File: src/rtl/activation_argmax_if.sv
// Handshake bus for activation_argmax: vector/threshold in, classified digit out.
interface activation_argmax_if #(
  parameter int unsigned number_neuron = 10,
  parameter int unsigned resolution    = 8
);
  localparam int unsigned IDX_W = $clog2(number_neuron);

  logic                                in_valid;
  logic                                in_ready;
  logic [resolution*number_neuron-1:0] activations;
  logic [resolution-1:0]               threshold;
  logic                                out_valid;
  logic                                out_ready;
  logic [IDX_W-1:0]                    digit;
  logic [resolution-1:0]               max_value;
  logic [resolution:0]                 margin;
  logic                                low_confidence;
  logic                                busy;

  modport slave (
    input  in_valid, activations, threshold, out_ready,
    output in_ready, out_valid, digit, max_value, margin, low_confidence, busy
  );

  modport master (
    output in_valid, activations, threshold, out_ready,
    input  in_ready, out_valid, digit, max_value, margin, low_confidence, busy
  );
endinterface

File: src/rtl/activation_argmax.sv
// Sequential argmax over the output-layer activation vector: one lane per clock,
// reports winning index, its value, margin over runner-up and a low-confidence flag.
module activation_argmax #(
  parameter int unsigned number_neuron = 10,
  parameter int unsigned resolution    = 8
) (
  input  logic                clk,
  input  logic                rst_n,
  activation_argmax_if.slave  bus
);
  localparam int unsigned IDX_W = $clog2(number_neuron);
  localparam int unsigned VEC_W = resolution * number_neuron;
  localparam int unsigned MAR_W = resolution + 1;

  typedef enum logic [1:0] {IDLE, SCAN, DONE} state_t;

  state_t                        state_q;
  logic [VEC_W-1:0]              vec_q;
  logic [resolution-1:0]         thr_q;
  logic signed [resolution-1:0]  best_q;
  logic signed [resolution-1:0]  second_q;
  logic [IDX_W-1:0]              best_idx_q;
  logic [IDX_W-1:0]              k_q;
  logic [IDX_W-1:0]              digit_q;
  logic [resolution-1:0]         max_q;
  logic [MAR_W-1:0]              margin_q;
  logic                          low_q;
  logic                          out_valid_q;

  logic signed [resolution-1:0]  lane_c;
  logic signed [resolution-1:0]  best_c;
  logic signed [resolution-1:0]  second_c;
  logic [IDX_W-1:0]              best_idx_c;
  logic signed [MAR_W-1:0]       diff_c;
  logic                          low_c;
  logic                          last_c;

  localparam logic signed [resolution-1:0] MIN_VAL = {1'b1, {(resolution-1){1'b0}}};

  // Compare the current lane against the running best/runner-up; strict > keeps the lowest index on ties.
  always_comb begin
    lane_c     = $signed(vec_q[int'(k_q)*resolution +: resolution]);
    best_c     = best_q;
    second_c   = second_q;
    best_idx_c = best_idx_q;
    if (lane_c > best_q) begin
      second_c   = best_q;
      best_c     = lane_c;
      best_idx_c = k_q;
    end else if (lane_c > second_q) begin
      second_c = lane_c;
    end
    diff_c = MAR_W'(best_c) - MAR_W'(second_c);
    low_c  = $unsigned(diff_c) < {1'b0, thr_q};
    last_c = (k_q == IDX_W'(number_neuron - 1));
  end

  always_ff @(posedge clk or negedge rst_n) begin
    if (!rst_n) begin
      state_q     <= IDLE;
      vec_q       <= '0;
      thr_q       <= '0;
      best_q      <= '0;
      second_q    <= '0;
      best_idx_q  <= '0;
      k_q         <= '0;
      digit_q     <= '0;
      max_q       <= '0;
      margin_q    <= '0;
      low_q       <= 1'b0;
      out_valid_q <= 1'b0;
    end else begin
      case (state_q)
        IDLE: begin
          if (bus.in_valid) begin
            vec_q      <= bus.activations;
            thr_q      <= bus.threshold;
            best_q     <= $signed(bus.activations[resolution-1:0]);
            second_q   <= MIN_VAL;
            best_idx_q <= '0;
            k_q        <= IDX_W'(1);
            state_q    <= SCAN;
          end
        end
        SCAN: begin
          best_q     <= best_c;
          second_q   <= second_c;
          best_idx_q <= best_idx_c;
          if (last_c) begin
            k_q         <= '0;
            digit_q     <= best_idx_c;
            max_q       <= best_c;
            margin_q    <= diff_c;
            low_q       <= low_c;
            out_valid_q <= 1'b1;
            state_q     <= DONE;
          end else begin
            k_q <= k_q + IDX_W'(1);
          end
        end
        DONE: begin
          if (bus.out_ready) begin
            out_valid_q <= 1'b0;
            state_q     <= IDLE;
          end
        end
        default: state_q <= IDLE;
      endcase
    end
  end

  assign bus.in_ready       = (state_q == IDLE);
  assign bus.busy           = (state_q == SCAN) || (state_q == DONE);
  assign bus.out_valid      = out_valid_q;
  assign bus.digit          = digit_q;
  assign bus.max_value      = max_q;
  assign bus.margin         = margin_q;
  assign bus.low_confidence = low_q;
endmodule

File: src/flat_wrapper.sv
// flat-port wrapper written by rule: the top's interface ports become plain ports
module activation_argmax_flat 
#(
  parameter int unsigned number_neuron = 10,
  parameter int unsigned resolution    = 8
)
  (clk, rst_n, bus_in_valid, bus_activations, bus_threshold, bus_out_ready, bus_in_ready, bus_out_valid, bus_digit, bus_max_value, bus_margin, bus_low_confidence, bus_busy);
  activation_argmax_if #(.number_neuron(number_neuron), .resolution(resolution)) bus_i ();
  input  logic clk;
  input  logic rst_n;
  input wire logic [$bits(bus_i.in_valid)-1:0] bus_in_valid;
  input wire logic [$bits(bus_i.activations)-1:0] bus_activations;
  input wire logic [$bits(bus_i.threshold)-1:0] bus_threshold;
  input wire logic [$bits(bus_i.out_ready)-1:0] bus_out_ready;
  output wire logic [$bits(bus_i.in_ready)-1:0] bus_in_ready;
  output wire logic [$bits(bus_i.out_valid)-1:0] bus_out_valid;
  output wire logic [$bits(bus_i.digit)-1:0] bus_digit;
  output wire logic [$bits(bus_i.max_value)-1:0] bus_max_value;
  output wire logic [$bits(bus_i.margin)-1:0] bus_margin;
  output wire logic [$bits(bus_i.low_confidence)-1:0] bus_low_confidence;
  output wire logic [$bits(bus_i.busy)-1:0] bus_busy;
  assign bus_i.in_valid = bus_in_valid;
  assign bus_i.activations = bus_activations;
  assign bus_i.threshold = bus_threshold;
  assign bus_i.out_ready = bus_out_ready;
  assign bus_in_ready = bus_i.in_ready;
  assign bus_out_valid = bus_i.out_valid;
  assign bus_digit = bus_i.digit;
  assign bus_max_value = bus_i.max_value;
  assign bus_margin = bus_i.margin;
  assign bus_low_confidence = bus_i.low_confidence;
  assign bus_busy = bus_i.busy;
  activation_argmax #(.number_neuron(number_neuron), .resolution(resolution)) u_core (.clk(clk), .rst_n(rst_n), .bus(bus_i));
endmodule
File: config.mk
export PLATFORM = sky130hd
export DESIGN_NAME = activation_argmax_flat
export DESIGN_NICKNAME = d
export VERILOG_FILES = /design/src/rtl/activation_argmax_if.sv /design/src/rtl/activation_argmax.sv /design/src/flat_wrapper.sv
export SDC_FILE = /design/constraint.sdc
export NUM_CORES = 1
export LEC_CHECK = 0
export CORE_MARGIN = 2
export CORE_UTILIZATION = 55
export DETAILED_ROUTE_END_ITERATION = 7
export DONT_BUFFER_PORTS = 1
export PLACE_DENSITY = 0.82
export SETUP_SLACK_MARGIN = 0.02
export SKIP_CTS_REPAIR_TIMING = 1
export SLEW_MARGIN = 20
export SYNTH_ARGS = -nofsm -noshare
export SYNTH_HDL_FRONTEND = slang
export SYNTH_SLANG_ARGS = --single-unit
export TNS_END_PERCENT = 30
File: constraint.sdc
create_clock -name clk -period 13.6 [get_ports clk]
set_input_delay 1.36 -clock clk [delete_from_list [all_inputs] [get_ports clk]]
set_output_delay 1.36 -clock clk [all_outputs]
set_load 0.05 [all_outputs]
==> Word-level counts from Yosys, hierarchy flattened <==
Index checks and enable logic that the tools add are counted.
{ "word_totals": {"ff_bits": 137, "output_inout_bits": 25, "input_bits": 92, "word_cells": 53} }
{ "op_classes": {"n_eq_ne": 6, "addsub": 2, "shift": 1, "n_reduce_logical": 9, "n_lt_le_gt_ge": 3, "n_mux": 20} }
{ "ops": {"columns": ["cell", "count"], "rows": [
  ["80-bit by 8-bit variable part select with 8-bit output", 1],
  ["8-bit two-way mux", 5],
  ["8-bit case mux with 2 select lines", 2],
  ["8-bit > comparator", 2],
  ["4-bit two-way mux", 4],
  ["4-bit case mux with 2 select lines", 2],
  ["9-bit by 8-bit < comparator with 1-bit output", 1],
  ["8-bit by 8-bit subtractor with 9-bit output", 1],
  ["2-bit two-way mux", 3],
  ["2-bit case mux with 3 select lines", 1],
  ["2-bit AND reduction", 3],
  ["3-bit AND reduction", 2],
  ["4-bit by 1-bit adder with 4-bit output, second input constant", 1],
  ["4-bit equality test, second input constant", 1],
  ["2-bit inequality test, second input constant", 2],
  ["2-bit nonzero test", 2],
  ["2-bit by 1-bit equality test with 1-bit output, second input constant", 1],
  ["2-bit equality test, second input constant", 1],
  ["2-bit logical NOT", 1],
  ["1-bit two-way mux", 2],
  ["2-bit by 1-bit inequality test with 1-bit output, second input constant", 1],
  ["1-bit case mux with 2 select lines", 1],
  ["1-bit logical OR", 1]
]} }

==> Logic depth before layout (Yosys ltp) <==
{ "logic_depth": {"word_depth": 6, "depth_mapped": 24, "depth_no_buf": 20} }

==> Worst setup path before layout <==
Ideal clock, no wire load.
{ "synth_path": {"path_type": "reg2reg", "start": "reg u_core.k_q[2]", "end": "reg u_core.low_q, in the netlist u_core.bus.low_confidence", "required_ns": 13.478, "t_arrival_ns": 4.783, "setup_ns": 0.122, "setup_slack_ns": 8.696, "path_buffers": 3, "path_stages_with_launch": 23, "synth_period_minus_slack_ns": 4.904, "cell_sequence": "dfrtp_1 buf_4 or3b_2 buf_2 o22ai_1 or3_4 ha_1 a21o_1 a2111o_1 o21ai_2 buf_4 mux2_2 ha_1 fa_1 nor2b_1 o31a_1 o311a_1 a21oi_1 ha_1 nand2_1 a21oi_1 o21ai_0 a32o_1"} }
{ "synth_via": {"elab_chain_len": 6, "elab_cells_between_ends": 10, "classes_between": "add/sub: 1; order compare: 3; eq/ne: 1; shift: 1; mux: 3; reduce/logical: 1"} }
{ "synth_rtl": {"columns": ["element", "line", "text"], "rows": [
  ["start, declared", "activation_argmax.sv:23", "logic [IDX_W-1:0] k_q;"],
  ["start signal, assigned", "activation_argmax.sv:98", "k_q <= k_q + IDX_W'(1);"],
  ["80-bit by 8-bit variable part select with 8-bit output *", "activation_argmax.sv:42", "lane_c = $signed(vec_q[int'(k_q)*resolution +: resolution]);"],
  ["8-bit > comparator", "activation_argmax.sv:50", "end else if (lane_c > second_q) begin"],
  ["8-bit two-way mux", "activation_argmax.sv:50", null],
  ["8-bit two-way mux", "activation_argmax.sv:46", "if (lane_c > best_q) begin"],
  ["8-bit by 8-bit subtractor with 9-bit output *", "activation_argmax.sv:53", "diff_c = MAR_W'(best_c) - MAR_W'(second_c);"],
  ["via u_core.diff_c[6]", "activation_argmax.sv:34", "logic signed [MAR_W-1:0] diff_c;"],
  ["9-bit by 8-bit < comparator with 1-bit output *", "activation_argmax.sv:54", "low_c = $unsigned(diff_c) < {1'b0, thr_q};"],
  ["end signal, assigned", "activation_argmax.sv:94", "low_q <= low_c;"],
  ["end, declared", "activation_argmax.sv:27", "logic low_q;"]
]} }
Mark *: on every way through the listed nets, which the timed path passes. The rest lies on a longest branch.
A chain may end at the register's enable or synchronous reset.

==> Final worst setup path <==
{ "layout_path": {"start": "reg u_core.k_q[1]", "end": "reg u_core.low_q, in the netlist u_core.bus.low_confidence"} }
The elaborated chain is that of the path after synthesis.

==> results.sh <==
export IMPL_outcome="complete, no violations"
export IMPL_ff2ff_setup_slack_ns=7.53
export IMPL_regToRegEndpoint="u_core.bus.low_confidence$_DFFE_PN0P_"
export IMPL_avgSynthCellArea_um2=12.2
export IMPL_dp_hpwl_mm=11.6
export IMPL_r2r_start="u_core.k_q[1]$_DFFE_PN0P_"
export IMPL_rsz0062_at_grt="false"
export IMPL_port_buffers=0
export IMPL_drc=0
export IMPL_area_growth_pct=8.63
export IMPL_setup_violations=0
export IMPL_numCtsBuffers=17
export IMPL_busiest_layer="met2"
export IMPL_tightest_slew_ns=1.05
export IMPL_root_buffer="clkbuf_16"
export IMPL_dp_slack_ns=7.64
export IMPL_viasPerCell=5.95
export IMPL_cp_required_ns=13.91
export IMPL_syn_num_nets=723
export IMPL_antenna_found_initial=0
export IMPL_relSlewSlack=0.301
export IMPL_synth_area_mm2=0.00727
export IMPL_synth_cell_types=61
export IMPL_fmax_mhz=165
export IMPL_finalInstanceArea_mm2=0.00789
export IMPL_fin_setup_tns_ns=0
export IMPL_core_area_mm2=0.0128
export IMPL_min_path_type="register to register"
export IMPL_wl_mm=16.0
export IMPL_path_class="register to register"
export IMPL_grt_remaining_overflow=0
export IMPL_cp_arrival_ns=6.38
export IMPL_wl_per_cell_um=20.9
export IMPL_cp_end_kind="register"
export IMPL_grt_usage=0.240
export IMPL_antenna_left=0
export IMPL_fp_dieH_um=119
export IMPL_min_from="u_core.vec_q[66]$_DFFE_PN0P_"
export IMPL_worstHoldEndpoint="u_core.vec_q[66]$_DFFE_PN0P_"
export IMPL_nets=713
export IMPL_final_core_util=0.618
export IMPL_synth_async_reset_ratio=1.00
export IMPL_fillers=977
export IMPL_start_util=0.569
export IMPL_fin_crit_sh=0.446
export IMPL_clockBufferDepth=2
export IMPL_ios=117
export IMPL_ys_seq_elements=137
export IMPL_grt_pass1_wl_mm=26.1
export IMPL_grt_pass1_vias=4985
export IMPL_gp_congestion=0.871
export IMPL_cts_tree="yes"
export IMPL_yosys_warnings=0
export IMPL_clock_sinks=137
export IMPL_die_area_mm2=0.0141
export IMPL_vias=4572
export IMPL_h_tree_depth=4
export IMPL_setup_worst_path_start_class="register"
export IMPL_drive_gt1_frac=0.280
export IMPL_synth_area_leader_cell="dfrtp_1"
export IMPL_synth_common_cells="dfrtp_1, mux2_2, mux2i_1, inv_1, ha_1"
export IMPL_setup_ws_ns=7.53
export IMPL_grt_max_degree=138
export IMPL_yosysSeqAreaShare=0.472
export IMPL_yosys_cell_count_top_type="dfrtp_1"
export IMPL_rows=41
export IMPL_use_met3=0.0694
export IMPL_cap_viol_max_count=0
export IMPL_synth_cells=594
export IMPL_drtPass1Iterations=4
export IMPL_clk_latency_ns=0.43
export IMPL_clkTransAtPathRegs_ns=0.06
export IMPL_fin_crit_ns=6.07
export IMPL_drtIter0Drc=229
export IMPL_drv_slew=0
export IMPL_ys_flop_type="dfrtp_1"
export IMPL_critPathMaxFanout=39
export IMPL_grtUsageMet2=0.392
export IMPL_synth_area_leaders="dfrtp_1, mux2_2, mux2i_1, ha_1, inv_1"
export IMPL_synth_top_area_frac=0.472
export IMPL_die_x_um=119
export IMPL_hold_path_depth=1
export IMPL_rr_worst_depth=20
export IMPL_hold_viol=0
export IMPL_place_area_mm2=0.00732
export IMPL_skew_ns=0.0101
export IMPL_antennaDiodeCount=0
export IMPL_grt_util_met1=0.298
export IMPL_synth_edff_count=0
==> area by class of cell <==
type	instances	area (um2)	area share
clock buffers	23	468	0.0593
clock inverters	8	96.3	0.0122
inverters	38	143	0.0181
multi-input cells	387	3520	0.445
flip-flops and latches	137	3430	0.434
well taps	172	215	0.0273
repair buffers	3	26.3	0.00333
==> worst max path at each step <==
stage / from / to / cells past startpoint
after detailed placement: u_core.k_q[1]$_DFFE_PN0P_ / u_core.bus.low_confidence$_DFFE_PN0P_ / 20
after global placement: u_core.k_q[1]$_DFFE_PN0P_ / u_core.bus.low_confidence$_DFFE_PN0P_ / 20
after floorplan: u_core.k_q[2]$_DFFE_PN0P_ / u_core.bus.low_confidence$_DFFE_PN0P_ / 22
final: u_core.k_q[1]$_DFFE_PN0P_ / u_core.bus.low_confidence$_DFFE_PN0P_ / 20
after global routing: u_core.k_q[1]$_DFFE_PN0P_ / u_core.bus.low_confidence$_DFFE_PN0P_ / 20
after CTS: u_core.k_q[1]$_DFFE_PN0P_ / u_core.bus.low_confidence$_DFFE_PN0P_ / 20
==> sequential cells by signal, indices dropped and copies added, names as in the netlist <==
| signal | count |
|---|---|
| u_core.thr_q | 8 |
| u_core.bus.out_valid | 1 |
| u_core.bus.margin | 9 |
| u_core.best_q | 8 |
| u_core.bus.digit | 4 |
| u_core.k_q | 4 |
| u_core.vec_q | 80 |
| u_core.best_idx_q | 4 |
| u_core.bus.low_confidence | 1 |
| u_core.bus.max_value | 8 |
| u_core.second_q | 8 |
| u_core.state_q | 2 |
==> logic make-up after synthesis <==
family | after synthesis | share of synthesized area
compound gates | 94 | 0.0875
flops | 137 | 0.472
simple gates | 83 | 0.0639
fa+ha+maj | 37 | 0.0647
xor+xnor | 4 | 0.00482
mux | 169 | 0.261
buf+inv | 70 | 0.0468
==> placed cells by master, fill, tap and decap left out, drive strengths merged, types with 17 or more instances in the layout <==
cell,synthesis,final
o22ai,22,22
mux2i,54,54
clkbuf,14,23
inv,38,38
mux2,115,115
dfrtp,137,137
nand2,18,18
o21ai,20,20
ha,36,36
nor3,17,17
==> metrics by stage <==
stage | hold WS (ns) | std cells
global route | 0.512 | 768
CTS | 0.503 | 768
global placement | 0.485 | 737
floorplan | 0.466 | 594
finish | 0.502 | 768
detailed placement | 0.487 | 737
==> layer usage <==
metal,vias up,part of all wire,wire length [um]
li1,2138,-,-
met1,2288,0.42,6750
met2,116,0.50,7970
met3,30,0.055,874
met4,0,0.027,438
met5,-,0,0
==> worst max-delay path, cell delays in order (launching register included) <==
cell and delay, ns:
dfrtp_2 1.05, or3b_2 0.37, o22ai_1 0.11, or3_4 0.41, ha_1 0.31, a21o_1 0.16, a2111o_1 0.44, o21ai_4 0.12
buf_4 0.44, mux2_2 0.42, ha_1 0.23, fa_1 0.40, nor2b_1 0.16, o31a_1 0.19, o311a_1 0.18, a21oi_1 0.06
ha_1 0.30, nand2_1 0.07, a21oi_1 0.10, o21ai_0 0.12, a32o_1 0.28
Power is left out: the tool's default activity adds up to more than one toggle a clock period on the data nets, which glitch-free logic cannot reach.
